## src/rtl/integrate_dump_accumulator.sv

```systemverilog
// Integrate-and-dump accumulator: sums ACC_LEN signed samples at full precision and
// presents the frame total as a registered word with a one-cycle valid pulse.
module integrate_dump_accumulator #(
  parameter int unsigned DATA_WIDTH_IN = 16,
  parameter int unsigned ACC_LEN       = 8,
  localparam int unsigned ACC_WIDTH    = DATA_WIDTH_IN + $clog2(ACC_LEN),
  localparam int unsigned CNT_WIDTH    = ($clog2(ACC_LEN) > 1) ? $clog2(ACC_LEN) : 1
) (
  input  logic                 clk,
  input  logic                 rst,
  input  logic                 ena,
  input  logic                 clear,
  input  logic [DATA_WIDTH_IN-1:0] din,
  input  logic                 din_valid,
  output logic [ACC_WIDTH-1:0] dout,
  output logic                 dout_valid,
  output logic [CNT_WIDTH-1:0] count
);

  if (ACC_LEN < 1) begin : gen_bad_len
    $error("integrate_dump_accumulator: ACC_LEN must be at least 1");
  end

  localparam logic [CNT_WIDTH-1:0] LastCount = CNT_WIDTH'(ACC_LEN - 1);

  logic [ACC_WIDTH-1:0] acc_q, acc_d;
  logic [ACC_WIDTH-1:0] dout_q, dout_d;
  logic [CNT_WIDTH-1:0] count_q, count_d;
  logic                 valid_q, valid_d;
  logic [ACC_WIDTH-1:0] din_ext;
  logic [ACC_WIDTH-1:0] sum;

  assign din_ext = ACC_WIDTH'($signed(din));
  assign sum     = acc_q + din_ext;

  always_comb begin
    acc_d   = acc_q;
    count_d = count_q;
    dout_d  = dout_q;
    valid_d = 1'b0;
    // Clear beats a coincident final sample; dout keeps the previous frame.
    if (clear) begin
      acc_d   = '0;
      count_d = '0;
    end else if (ena && din_valid) begin
      if (count_q == LastCount) begin
        dout_d  = sum;
        valid_d = 1'b1;
        acc_d   = '0;
        count_d = '0;
      end else begin
        acc_d   = sum;
        count_d = count_q + CNT_WIDTH'(1);
      end
    end
  end

  always_ff @(posedge clk or posedge rst) begin
    if (rst) begin
      acc_q   <= '0;
      count_q <= '0;
      dout_q  <= '0;
      valid_q <= 1'b0;
    end else begin
      acc_q   <= acc_d;
      count_q <= count_d;
      dout_q  <= dout_d;
      valid_q <= valid_d;
    end
  end

  assign dout       = dout_q;
  assign dout_valid = valid_q;
  assign count      = count_q;

endmodule

```

## config.mk

```make
export PLATFORM = sky130hd
export DESIGN_NAME = integrate_dump_accumulator
export DESIGN_NICKNAME = d
export VERILOG_FILES = /design/src/rtl/integrate_dump_accumulator.sv
export SDC_FILE = /design/constraint.sdc
export NUM_CORES = 1
export LEC_CHECK = 0
export CAP_MARGIN = 5
export CORE_MARGIN = 4
export CORE_UTILIZATION = 40
export DETAILED_ROUTE_END_ITERATION = 6
export GPL_ROUTABILITY_DRIVEN = 0
export PLACE_DENSITY = 0.63
export SLEW_MARGIN = 20
export SYNTH_ARGS = -nofsm -noshare
export SYNTH_HDL_FRONTEND = slang
export SYNTH_SLANG_ARGS = --single-unit
```

## constraint.sdc

```tcl
create_clock -name clk -period 5.75 [get_ports clk]
set_input_delay 0.8625 -clock clk [delete_from_list [all_inputs] [get_ports clk]]
set_output_delay 0.8625 -clock clk [all_outputs]
set_load 0.01 [all_outputs]
```

; Yosys cells after proc, flatten, opt, wreduce, memory -nomap -nowiden
; Index checks and enable logic that the tools add are counted.
; W data, S select, Z words.
[word_totals]
register_bits = 42
inputBits = 21
output_inout_bits = 23
wordCells = 20
[classes]
add_sub_neg = 2
eq_ne = 1
muxes = 9
n_bitwise = 1
n_reduce_logical = 3
[ops]
columns = op, count
row1 = $mux W19, 3
row2 = $add A19 B19 Y19, 1
row3 = $mux W3, 3
row4 = $add A3 B1 Y3 const B, 1
row5 = $eq A3 B3 Y1 const B, 1
row6 = $mux W1, 3
row7 = $reduce_and A3 Y1, 1
row8 = $reduce_bool A2 Y1, 1
row9 = $logic_and A1 B1 Y1, 1
row10 = $not A1 Y1, 1

; Logic depth before layout (Yosys ltp)
[logic_depth]
word_depth = 4
depth_mapped = 9
ltp_nobuf = 9

; Worst setup path after synthesis
; Ideal clock, no wire load.
[synth_timing]
kind = input to register
startpoint = in din[0]
endpoint = reg acc_q[18]
setup_ns = 0.121
t_arrival_ns = 2.797
required_time_ns = 5.629
path_slack_ns = 2.832
path_stages = 9
n_path_buf = 0
cell_sequence = ha_1 -> fa_1 -> a21o_1 -> a221oi_2 -> o211ai_1 -> a211o_1 -> xor2_1 -> o21bai_1 -> a22o_1
[synth_between]
elab_chain_cells = 4
[synth_rtl]
columns = element, line_no
row1 = from (decl), 13  ; input logic [DATA_WIDTH_IN-1:0] din,
row2 = $add A19 B19 Y19, 34  ; assign sum = acc_q + din_ext;
row3 = $mux W19, 46  ; if (count_q == LastCount) begin
row4 = $mux W19, 45  ; end else if (ena && din_valid) begin
row5 = $mux W19, 42  ; if (clear) begin
row6 = to (signal assigned), 60  ; acc_q <= '0;
row7 = to (signal assigned), 65  ; acc_q <= acc_d;
row8 = to (decl), 26  ; logic [ACC_WIDTH-1:0] acc_q, acc_d;
; No other way between the ends. The select of a mux whose other input is x is not followed.
; A chain may end at the register's enable or synchronous reset.

; Final worst setup path
; Same ends and word-level chain as after synthesis.

==> run metrics <==
drt pass-1 iters=4; Routed WL=5127 microns; initial antenna violation count=0; fmax=302.5 MHz; Post-DP HPWL=3752 microns; post-CTS setup buffers=0; layout cell share with drive strength beyond 1=0.06316; CTS tree=built; core region area=5642 sq um; Design Power=0.0006614 W; Final setup viols=0; maxcap violations=0; initial drt markers=88; Fill cells=519; worst-margin pin slew=0.9902 ns; max-slew violation count=0; syn_area_per_cell=9.962 sq um; Reg clk slew, reported paths=0.07 ns; ant diodes=0; grt total ovfl=0; fin crit share=0.5749; clk_lat worst skew=0.29 ns; Worst VDD drop=0.08549 mV; mapped cell area=2371 sq um; Synth cell types=41; Final ANT Viol Nets=0; drc violations=0; Worst Path Required=5.93 ns; startpoint types=primary input; P per Cell Area=222.4 nW/um^2; Seq cells post-synth=42; htree depth=2; critical path arrival=3.49 ns; Synth async-reset ratio=1.000; Setup TNS Final=0 ns; clk_skew=0.006742 ns; Hold Slack=0.4769 ns; Rows=27; dominant register cell in the synthesized netlist=dfrtp_1; post-synth top area share=0.4433; vias in the first global route=1,875; minimum clock period after layout=3.305 ns; Hold Path Class=reg -> reg; WL/cell=14.36 microns; hold_buf cts=0; r2r startpoint=acc_q[0]$_DFFE_PP0P_; Die Y=84.99 microns; R2R setup slack=3.04 ns; Mapped Cells=238; Final Hold Viols=0; crit path max fanout=3; clk buf depth=2; die width=84.99 microns; Reg area=1051 sq um; # resized after CTS=0; Multi-input gate area=1285 sq um; IO buf count=43; Area growth syn-to-layout=25.44%; status=completed; Worst Path Class, Setup=in -> reg; RSZ-0062 raised after global routing=false; worst-case reg-to-reg path depth=9; Worst setup startpoint=din[0]; CTS root buf=clkbuf_8; GRT Overall Usage=0.1566; leak pwr=1.400 nW; Area contributors post-synth=dfrtp_1, ha_1, nand2_1, o21ai_0, xnor2_1; area leader, netlist=dfrtp_1; post-synthesis sequential area ratio=0.4433; TritonCTS Buffers=5; Ys Warns=0; io pins=44; area of the die=7223 sq um; initial core utilization=0.4203; detailed-route via count=1,858; worst relative slew slack=0.3348; Final nets=326; Critical path destination=acc_q[18]$_DFFE_PP0P_; CTS sink count=42; reg2reg end=acc_q[18]$_DFFE_PP0P_; Critical Path End Type=flop; Mapped Nets=280; first-pass GRT wire length=9094 microns; number of synthesized flops with an enable pin=0; vias per cell=5.204; pin count of the biggest net entering global routing=43
[sequential cells by signal, summed over array words and instances (netlist names)]
register,count
dout_valid,1
acc_q,19
dout,19
count,3
[metrics by stage]
stage / std cells / area [sq um] / utilization / setup slack (ns)
floorplan: 238 / 2371 / - / 2.832
global placement: 349 / 2883 / 0.5110 / 2.240
detailed placement: 349 / 2883 / 0.5110 / 2.153
CTS: 357 / 2974 / 0.5272 / 2.456
global route: 357 / 2974 / 0.5272 / 2.302
finish: 357 / 2974 / 0.5272 / 2.445
[final cells by class]
class / count / share of cell area
clock inverters: 1 / 0.001683
multi-input cells: 187 / 0.4321
repair buffers: 45 / 0.1498
clock buffers: 7 / 0.02903
well taps: 72 / 0.03029
inverters: 3 / 0.003786
flip-flops and latches: 42 / 0.3534
[worst min path at each step]
stage                       endpoint  slack, ns  cells past startpoint                  start
2_1_floorplan  acc_q[10]$_DFFE_PP0P_       0.45                      2  acc_q[10]$_DFFE_PP0P_
3_3_place_gp     dout[6]$_DFFE_PP0P_       0.46                      2    dout[6]$_DFFE_PP0P_
3_5_place_dp     dout[1]$_DFFE_PP0P_       0.46                      2    dout[1]$_DFFE_PP0P_
4_1_cts          dout[0]$_DFFE_PP0P_       0.48                      2    dout[0]$_DFFE_PP0P_
5_1_grt          dout[5]$_DFFE_PP0P_       0.49                      2    dout[5]$_DFFE_PP0P_
6_report         dout[0]$_DFFE_PP0P_       0.48                      2    dout[0]$_DFFE_PP0P_
[layer usage]
metal  up-vias  routed length [microns]  track usage
met5         -                        0            0
met3         2                      270      0.03107
met2        45                     2245       0.2352
met4         0                       39      0.06906
li1        960                        -            -
met1       851                     2572       0.2180
[critical path: stages]
cell,delay [ns]
clkdlybuf4s50_1,0.40
ha_1,0.22
fa_1,0.41
a21o_1,0.20
a221oi_2,0.35
o211ai_1,0.17
a211o_1,0.29
xor2_1,0.27
o21bai_1,0.10
a22o_1,0.20
[cell usage after synthesis, types with 2 or more instances]
master / n
xor2_1: 8
clkbuf_1: 5
o21ai_1: 5
nand3_1: 4
nand4_1: 2
a21oi_1: 15
mux2i_1: 3
nor2_1: 6
xnor2_1: 9
o21a_1: 3
dfrtp_1: 42
a21o_1: 8
nand2_1: 41
o21ai_0: 27
o21bai_1: 4
mux2_2: 4
inv_1: 2
a22o_1: 8
ha_1: 20
[logic make-up (layout without fill, tap and decap cells)]
logic type	count (synthesis)	count (layout)	share of synthesized area
AOI/OAI and AO/OA	81	81	0.2238
and+or+nand+nor	61	61	0.1098
DFF	42	42	0.4433
adders and majority gates	21	21	0.1140
xor gates and xnor gates	17	17	0.06280
buffers and inverters	9	56	0.01477
muxes	7	7	0.03166
[placed cells by master, fill, tap and decap left out, types with 2 or more instances in the layout]
cell type	n
clkdlybuf4s50_1	43
a22o_1	8
o21ai_1	5
nand2_1	41
nand4_1	2
nand3_1	4
mux2_2	4
a21oi_1	15
xnor2_1	9
o21bai_1	4
o21a_1	3
a21o_1	8
nor2_1	6
buf_4	2
xor2_1	8
inv_1	2
ha_1	20
mux2i_1	3
o21ai_0	27
dfrtp_1	42
clkbuf_8	6
[power by group]
group	internal [W]	switching (W)	total (W)
combinational	0.0000677	0.0000865	0.000154
clock	0.0000969	0.0000965	0.000193
sequential	0.000306	0.00000742	0.000314
total	0.000471	0.000190	0.000661
Note: power is estimated with default switching activity, not from simulation.
